==> src/rtl/wm_pkg.sv <==
// Shared types and constants for the watermark embedder.
package wm_pkg;
    typedef enum logic [1:0] {
        IDLE  = 2'd0,
        RUN   = 2'd1,
        DRAIN = 2'd2,
        DONE  = 2'd3
    } wm_state_t;

    localparam logic WM_MODE_1B   = 1'b0;
    localparam logic WM_MODE_2B   = 1'b1;
    localparam int   WM_PIX_W_DEF = 8;

    function automatic logic [7:0] wm_rotl8(input logic [7:0] v);
        return {v[6:0], v[7]};
    endfunction
endpackage

==> src/rtl/wm_lsb_insert.sv <==
// Combinational LSB substitution: bit 0 always carries wm_data[0], bit 1 carries
// wm_data[1] only in 2-bit mode, upper bits pass through.
module wm_lsb_insert
    import wm_pkg::*;
#(
    parameter int PIX_W = WM_PIX_W_DEF
) (
    input  logic [PIX_W-1:0] pixel,
    input  logic [1:0]       wm_data,
    input  logic             mode,
    output logic [PIX_W-1:0] pixel_wm
);
    generate
        for (genvar gi = 0; gi < PIX_W; gi++) begin : g_bit
            if (gi == 0) begin : g_b0
                assign pixel_wm[gi] = wm_data[0];
            end else if (gi == 1) begin : g_b1
                assign pixel_wm[gi] = (mode == WM_MODE_2B) ? wm_data[1] : pixel[gi];
            end else begin : g_pass
                assign pixel_wm[gi] = pixel[gi];
            end
        end
    endgenerate
endmodule

==> src/rtl/wm_embed.sv <==
// Watermark embedder: frame FSM, pixel counter and one-deep output register.
// Optional WM_CHECKSUM_EN adds a rotating XOR checksum of embedded bits (wm_sum).
module wm_embed
    import wm_pkg::*;
#(
    parameter int PIX_W     = WM_PIX_W_DEF,
    parameter int FRAME_PIX = 4096,
    parameter int CNT_W     = 12
) (
    input  logic             clk,
    input  logic             rst,
    input  logic             start,
    input  logic             wm_select,
    input  logic [1:0]       wm_data,
    output logic             wm_step,
    input  logic             s_valid,
    output logic             s_ready,
    input  logic [PIX_W-1:0] s_pixel,
    output logic             m_valid,
    input  logic             m_ready,
    output logic [PIX_W-1:0] m_pixel,
    output logic             m_last,
    output logic             busy,
    output logic             done
`ifdef WM_CHECKSUM_EN
    ,
    output logic [7:0]       wm_sum
`endif
);
    wm_state_t        state_reg, state_next;
    logic [CNT_W-1:0] count_reg;
    logic             mode_reg;
    logic             m_valid_reg;
    logic             m_last_reg;
    logic [PIX_W-1:0] m_pixel_reg;
    logic [PIX_W-1:0] pixel_wm;
    logic             accept;
    logic             last_accept;
    logic             start_ok;

    wm_lsb_insert #(.PIX_W(PIX_W)) u_insert (
        .pixel    (s_pixel),
        .wm_data  (wm_data),
        .mode     (mode_reg),
        .pixel_wm (pixel_wm)
    );

    // Output register may reload in the same cycle it is drained.
    assign s_ready     = (state_reg == RUN) && (!m_valid_reg || m_ready);
    assign accept      = s_valid && s_ready;
    assign last_accept = accept && (count_reg == CNT_W'(FRAME_PIX - 1));
    assign start_ok    = (state_reg == IDLE) && start;
    assign wm_step     = accept;
    assign busy        = (state_reg == RUN) || (state_reg == DRAIN);
    assign done        = (state_reg == DONE);
    assign m_valid     = m_valid_reg;
    assign m_last      = m_last_reg;
    assign m_pixel     = m_pixel_reg;

    always_comb begin
        state_next = state_reg;
        case (state_reg)
            IDLE:    if (start) state_next = RUN;
            RUN:     if (last_accept) state_next = DRAIN;
            DRAIN:   if (m_valid_reg && m_ready) state_next = DONE;
            DONE:    state_next = IDLE;
            default: state_next = IDLE;
        endcase
    end

    always_ff @(posedge clk) begin
        if (rst) begin
            state_reg   <= IDLE;
            count_reg   <= '0;
            mode_reg    <= WM_MODE_1B;
            m_valid_reg <= 1'b0;
            m_last_reg  <= 1'b0;
            m_pixel_reg <= '0;
        end else begin
            state_reg <= state_next;
            if (start_ok) begin
                count_reg <= '0;
                mode_reg  <= wm_select;
            end else if (accept && !last_accept) begin
                count_reg <= count_reg + 1'b1;
            end
            if (accept) begin
                m_valid_reg <= 1'b1;
                m_pixel_reg <= pixel_wm;
                m_last_reg  <= last_accept;
            end else if (m_ready) begin
                m_valid_reg <= 1'b0;
            end
        end
    end

`ifdef WM_CHECKSUM_EN
    logic [7:0] wm_sum_reg;
    logic [1:0] emb_bits;

    assign emb_bits = (mode_reg == WM_MODE_2B) ? wm_data : {1'b0, wm_data[0]};
    assign wm_sum   = wm_sum_reg;

    always_ff @(posedge clk) begin
        if (rst) begin
            wm_sum_reg <= '0;
        end else if (start_ok) begin
            wm_sum_reg <= '0;
        end else if (accept) begin
            wm_sum_reg <= wm_rotl8(wm_sum_reg) ^ {6'b0, emb_bits};
        end
    end
`endif
endmodule

==> config.mk <==
export PLATFORM = sky130hd
export DESIGN_NAME = wm_embed
export DESIGN_NICKNAME = d
export VERILOG_FILES = /design/src/rtl/wm_pkg.sv /design/src/rtl/wm_lsb_insert.sv /design/src/rtl/wm_embed.sv
export SDC_FILE = /design/constraint.sdc
export NUM_CORES = 1
export LEC_CHECK = 0
export ABC_AREA = 0
export ABC_CLOCK_PERIOD_IN_PS = 1900
export BUFFER_PORTS_ARGS = -buffer_cell sky130_fd_sc_hd__buf_2
export CORE_MARGIN = 3
export CORE_UTILIZATION = 30
export CTS_CLUSTER_SIZE = 25
export DETAILED_ROUTE_END_ITERATION = 16
export PLACE_DENSITY = 0.49
export SYNTH_ARGS = -nofsm -noshare
export SYNTH_HDL_FRONTEND = slang
export SYNTH_SLANG_ARGS = --single-unit
==> constraint.sdc <==
create_clock -name clk -period 1.9 [get_ports clk]
set_input_delay 0.095 -clock clk [delete_from_list [all_inputs] [get_ports clk]]
set_output_delay 0.095 -clock clk [all_outputs]
set_load 0.1 [all_outputs]
# After elaboration in Yosys (flattened, before gate mapping)
# Cells that the tools add are included.
[op_classes]
add_sub_neg = 1
mul = 0
div = 0
magnitude_cmp = 0
n_eq_ne = 7
shift = 0
mux = 7
bitwise = 0
reduce_logical = 14
[op_table]
columns = ["operator", "count"]
rows = [
  ["12-bit by 1-bit adder with 12-bit output, second input constant", 1],
  ["12-bit == test, second input constant", 1],
  ["2-bit one-hot mux with 4 select lines", 1],
  ["1-bit logical AND", 6],
  ["2-bit two-way mux", 3],
  ["2-bit == test, second input constant", 2],
  ["2-bit != test, second input constant", 2],
  ["1-bit two-way mux", 3],
  ["3-bit AND reduction", 1],
  ["2-bit by 1-bit == test with 1-bit output, second input constant", 1],
  ["1-bit logical NOT", 2],
  ["2-bit logical NOT", 1],
  ["1-bit logical OR", 2],
  ["2-bit by 1-bit != test with 1-bit output, second input constant", 1],
  ["2-bit nonzero test", 1],
  ["2-bit OR reduction", 1],
]
[word_totals]
register_bits = 25
latchBits = 0
mem_bits_rw = 0
rom_bits = 0
input_bits = 16
elab_cells = 35
memories = 0

# Longest topological paths before layout
[logic_depth]
depth_word = 7
ltp_mapped = 8
depth_no_buf = 7

# Modules after synthesis
# A second synthesis with hierarchy kept.
[hier_totals]
hier_cells = 167
area_unflattened_um2 = 1343.8
[by_module_without_submodules]
columns = ["mod", "n_inst", "cells_per_inst", "area_per_inst_um2", "seq_area_each_um2"]
rows = [
  ["wm_embed", 1, 159, 1276.2, 500.5],
  ["wm_lsb_insert", 1, 8, 67.6, 0.0],
]

# Worst setup path after synthesis
# Ideal clock, no wire load.
[synth_path]
path_kind = "register to register"
startpoint = "reg m_valid_reg (netlist: m_valid)"
endpoint = "reg m_last_reg (netlist: m_last)"
setup_time_ps = 130
arrival_ps = 2001
setup_slack_ps = -231
path_stages_with_launch = 7
synth_period_minus_slack_ps = 2131
cell_sequence = "dfxtp_1 or2b_4 nand2_1 inv_1 buf_2 nor2_1 nor3_1"
[synth_via]
elab_chain_cells = 5
[synth_rtl]
columns = ["item", "line", "rtl"]
rows = [
  ["start: declaration", "wm_embed.sv:33", "logic m_valid_reg;"],
  ["start signal: assignment", "wm_embed.sv:76", "m_valid_reg <= 1'b0;"],
  ["start signal: assignment", "wm_embed.sv:88", "m_valid_reg <= 1'b1;"],
  ["start signal: assignment", "wm_embed.sv:92", "m_valid_reg <= 1'b0;"],
  ["1-bit logical NOT (*)", "wm_embed.sv:49", "assign s_ready = (state_reg == RUN) && (!m_valid_reg || m_ready);"],
  ["1-bit logical OR (*)", "wm_embed.sv:49", ""],
  ["1-bit logical AND (*)", "wm_embed.sv:49", ""],
  ["1-bit logical AND (*)", "wm_embed.sv:50", "assign accept = s_valid && s_ready;"],
  ["via wm_step", "wm_embed.sv:15", "output logic wm_step,"],
  ["1-bit logical AND", "wm_embed.sv:51", "assign last_accept = accept && (count_reg == CNT_W'(FRAME_PIX - 1));"],
  ["end signal: assignment", "wm_embed.sv:90", "m_last_reg <= last_accept;"],
  ["end: declaration", "wm_embed.sv:34", "logic m_last_reg;"],
]
# Mark *: on every way through the listed nets, which the timed path passes. The rest lies on a longest branch.
# A chain may end at the register's enable or synchronous reset.

# Worst setup path after layout
[layout_path]
startpoint = "reg state_reg[1]"
endpoint = "out wm_step"
[layout_via]
elab_chain_cells = 3
[layout_rtl]
columns = ["item", "line", "rtl"]
rows = [
  ["start: declaration", "wm_embed.sv:30", "wm_state_t state_reg, state_next;"],
  ["start signal: assignment", "wm_embed.sv:80", "state_reg <= state_next;"],
  ["2-bit by 1-bit == test with 1-bit output", "wm_embed.sv:49", ""],
  ["1-bit logical AND", "wm_embed.sv:49", ""],
  ["1-bit logical AND", "wm_embed.sv:50", ""],
  ["end: declaration", "wm_embed.sv:15", ""],
]
# Every way passes these cells.

==> results.md <==
- Final Hold Fails: 0
- Max-slew headroom: 67.6%
- Fillers: 393
- Sink Count: 25
- Gr usage total: 11.9%
- Layout area overhead: 21.8%
- Clock skew: 0.00218 ns
- FF-to-FF Start: state_reg[0]$_SDFFE_PP0P_
- Critical path's slowest cell: dfxtp_1
- Mapped Nets: 169
- Hold path depth: 3
- WHS: 0.0587 ns
- CP Capture Type: primary output
- CP Launch Type: flop
- Clock slew at reported path FFs: 0.09 ns
- Yosys warning count: 0
- PnR worst setup slack: 0.132 ns
- R2r worst-path depth: 6
- Multi-input logic area: 692 sq um
- WS Path Type: reg -> out
- Status: finished clean
- Mapped Cells: 148
- Crit-path leading delay family: buffers and inverters
- CORE AREA: 0.00380 sq mm
- Slack of the worst reg-to-reg path: 0.15 ns
- Critical Path, Cell by Cell: inv_1 > ha_1 > and2_4 > nand2_2 > inv_4 > buf_4 > buf_12
- Total gr overflow: 0
- Metal-1 WL: 1340 um
- Max-slew violations: 0
- Commonest cells after routing, fill and taps aside: buf_2, dfxtp_1, nand2_1, a21oi_1, nor2_1
- Count of different cell masters after synthesis: 34
- H-tree Lvls: 1
- Total CTS buffers: 3
- Largest net degree at the start of global routing: 22
- CTS tree: built
- CP required: 1.80 ns
- Hpwl dp: 2170 um
- Post-layout nets: 200
- Antenna-violating nets left: 0
- Gpl congestion: 0.737
- IO Port Bufs: 28
- Synth Register Bits: 25
- RSZ-0062 raised after global routing: false
- Row cnt: 22
- # setup viols final: 0
- Reg-to-Reg End: state_reg[1]$_SDFFE_PP0P_
- Layout cells sized above 1: 25.3%
- Residual DRC: 0
- Min Clock Period, post-route: 1.77 ns
- DR WL met2: 1260 um
- Reg area: 502 sq um
- Static Leakage: 0.565 nW
- Max Cap Violations: 0
- Drt initial violations: 45
- Routed WL: 2790 um
- Pre-CTS setup slack: 0.177 ns
- Ant diodes: 0
- Hold buffer count at cts: 0
- Vias/cell: 5.15
- Root Buffer: clkbuf_8
- Die area: 0.00492 sq mm
- Die Height: 70.1 um
- Final Util: 39.6%
- EDFF count, synth: 0
- Via count: 1163
- Crit-path max FO: 9
- WHS Endpoint: m_pixel[0]$_SDFFE_PP0P_
- Worst Path Arrival: 1.67 ns
- Routed WL per cell: 12.4 um
- Post-place instance area: 0.00145 sq mm
- Global-route wire length before repair: 5000 um
- I/O pin count: 30
- Fin area: 0.00150 sq mm
- Max Freq: 566 MHz
- Dominant synthesized flop cell: dfxtp_1
- Worst ir drop on vdd: 677 uV
- Vias in the first global route: 1113
- CTS Buffer Depth: 2
- Die W: 70.1 um
- Netlist Area Pre-Place: 0.00123 sq mm
- Crit share post-route: 93.1%
- Mean post-synth cell area: 8.34 sq um
- Starting Density: 32.5%
- Most common cell after layout, fill and taps aside: buf_2
- Clk Latency, worst-skew pair: 0.26 ns
- Post-synthesis sequential area ratio: 40.6%
- Initial antenna violation count: 0
- Top sig layer: met4
- Slowest Stage Delay on Critical Path: 0.40 ns
- Transition time of the tightest slew-check pin: 0.490 ns
- Wire length on met3: 177 um
- Total setup buffers inserted after CTS: 0
- HP Start: wm_data[0]
- HP Class: in -> reg
- Router iterations before antenna repair: 5
- Worst Path Buf+Inv: 4
- Largest register FFs: 12
- Power density cells: 1290 mW/mm^2
- Async SR Flop Fraction: 0%
- Setup TNS: 0 ns
-- layer usage --
metal / GRT usage (%) / vias up
met2: 19.5 / 39
met1: 16.1 / 526
met3: 2.73 / 2
li1: - / 596
met5: 0 / -
met4: 1.91 / 0
-- synthesized netlist by cell type (4+ instances only) --
library cell	n	share of area (%)
dfxtp_1	25	41
nand2_1	23	7.0
a21oi_1	19	7.7
nor2_1	10	3.0
inv_1	6	1.8
ha_1	5	5.1
nand3_1	5	2.0
nand4_1	5	2.5
mux2i_1	4	3.2
o21ai_0	4	1.6
-- cell type report --
class | count | area share, %
well taps | 48 | 4.00
repair buffers | 31 | 11.8
multi-input cells | 112 | 46.0
clock inverters | 1 | 0.333
clock buffers | 3 | 2.75
flip-flops and latches | 25 | 33.4
inverters | 6 | 1.67
-- cell families (layout without fill, tap and decap cells) --
family                     count (synthesis)  in the layout  synth area share (%)
AOI/OAI and AO/OA                         36             36                  17.9
adders and majority gates                  5              5                  5.07
buffers and inverters                     11             41                  3.55
DFF                                       25             25                  40.6
muxes                                      4              4                  3.25
and+or+nand+nor                           67             67                  29.7
-- repair_timing --
action / CTS / global route
endpoints found under the setup margin: 1 / 1
endpoints found under the hold margin: 0 / 0
gates resized for setup: 1 / 2
-- tightest hold or removal path: cells and delay by family --
family,cells,cell delay [ns]
AO/OA/AOI/OAI,1,0.05
buffers and inverters,1,0.09
AND/OR/NAND/NOR,1,0.04
-- report_power, final --
group | leakage (nW) | switching (mW) | internal, mW
Clock | 0.0255 | 0.165 | 0.147
Sequential | 0.203 | 0.0442 | 0.583
Combinational | 0.336 | 0.764 | 0.241
-- stage by stage --
stage / instances / power (mW)
after detailed placement: 222 / 1.63
after global routing: 226 / 2.05
final: 226 / 1.94
after global placement: 222 / 1.63
after CTS: 226 / 1.96
after floorplan: 148 / 1.45
-- how the worst max path moves through the flow --
stage / start / to / slack [ns] / depth (start not counted)
2_1_floorplan: state_reg[0]$_SDFFE_PP0P_ / state_reg[1]$_SDFFE_PP0P_ / 0.08 / 5
3_3_place_gp: state_reg[0]$_SDFFE_PP0P_ / state_reg[1]$_SDFFE_PP0P_ / 0.23 / 6
3_5_place_dp: state_reg[0]$_SDFFE_PP0P_ / state_reg[1]$_SDFFE_PP0P_ / 0.18 / 6
4_1_cts: state_reg[1]$_SDFFE_PP0P_ / wm_step / 0.01 / 7
5_1_grt: state_reg[1]$_SDFFE_PP0P_ / wm_step / 0.0006 / 7
6_report: state_reg[1]$_SDFFE_PP0P_ / wm_step / 0.13 / 7
No activity file was read; power rests on OpenSTA's default activity.
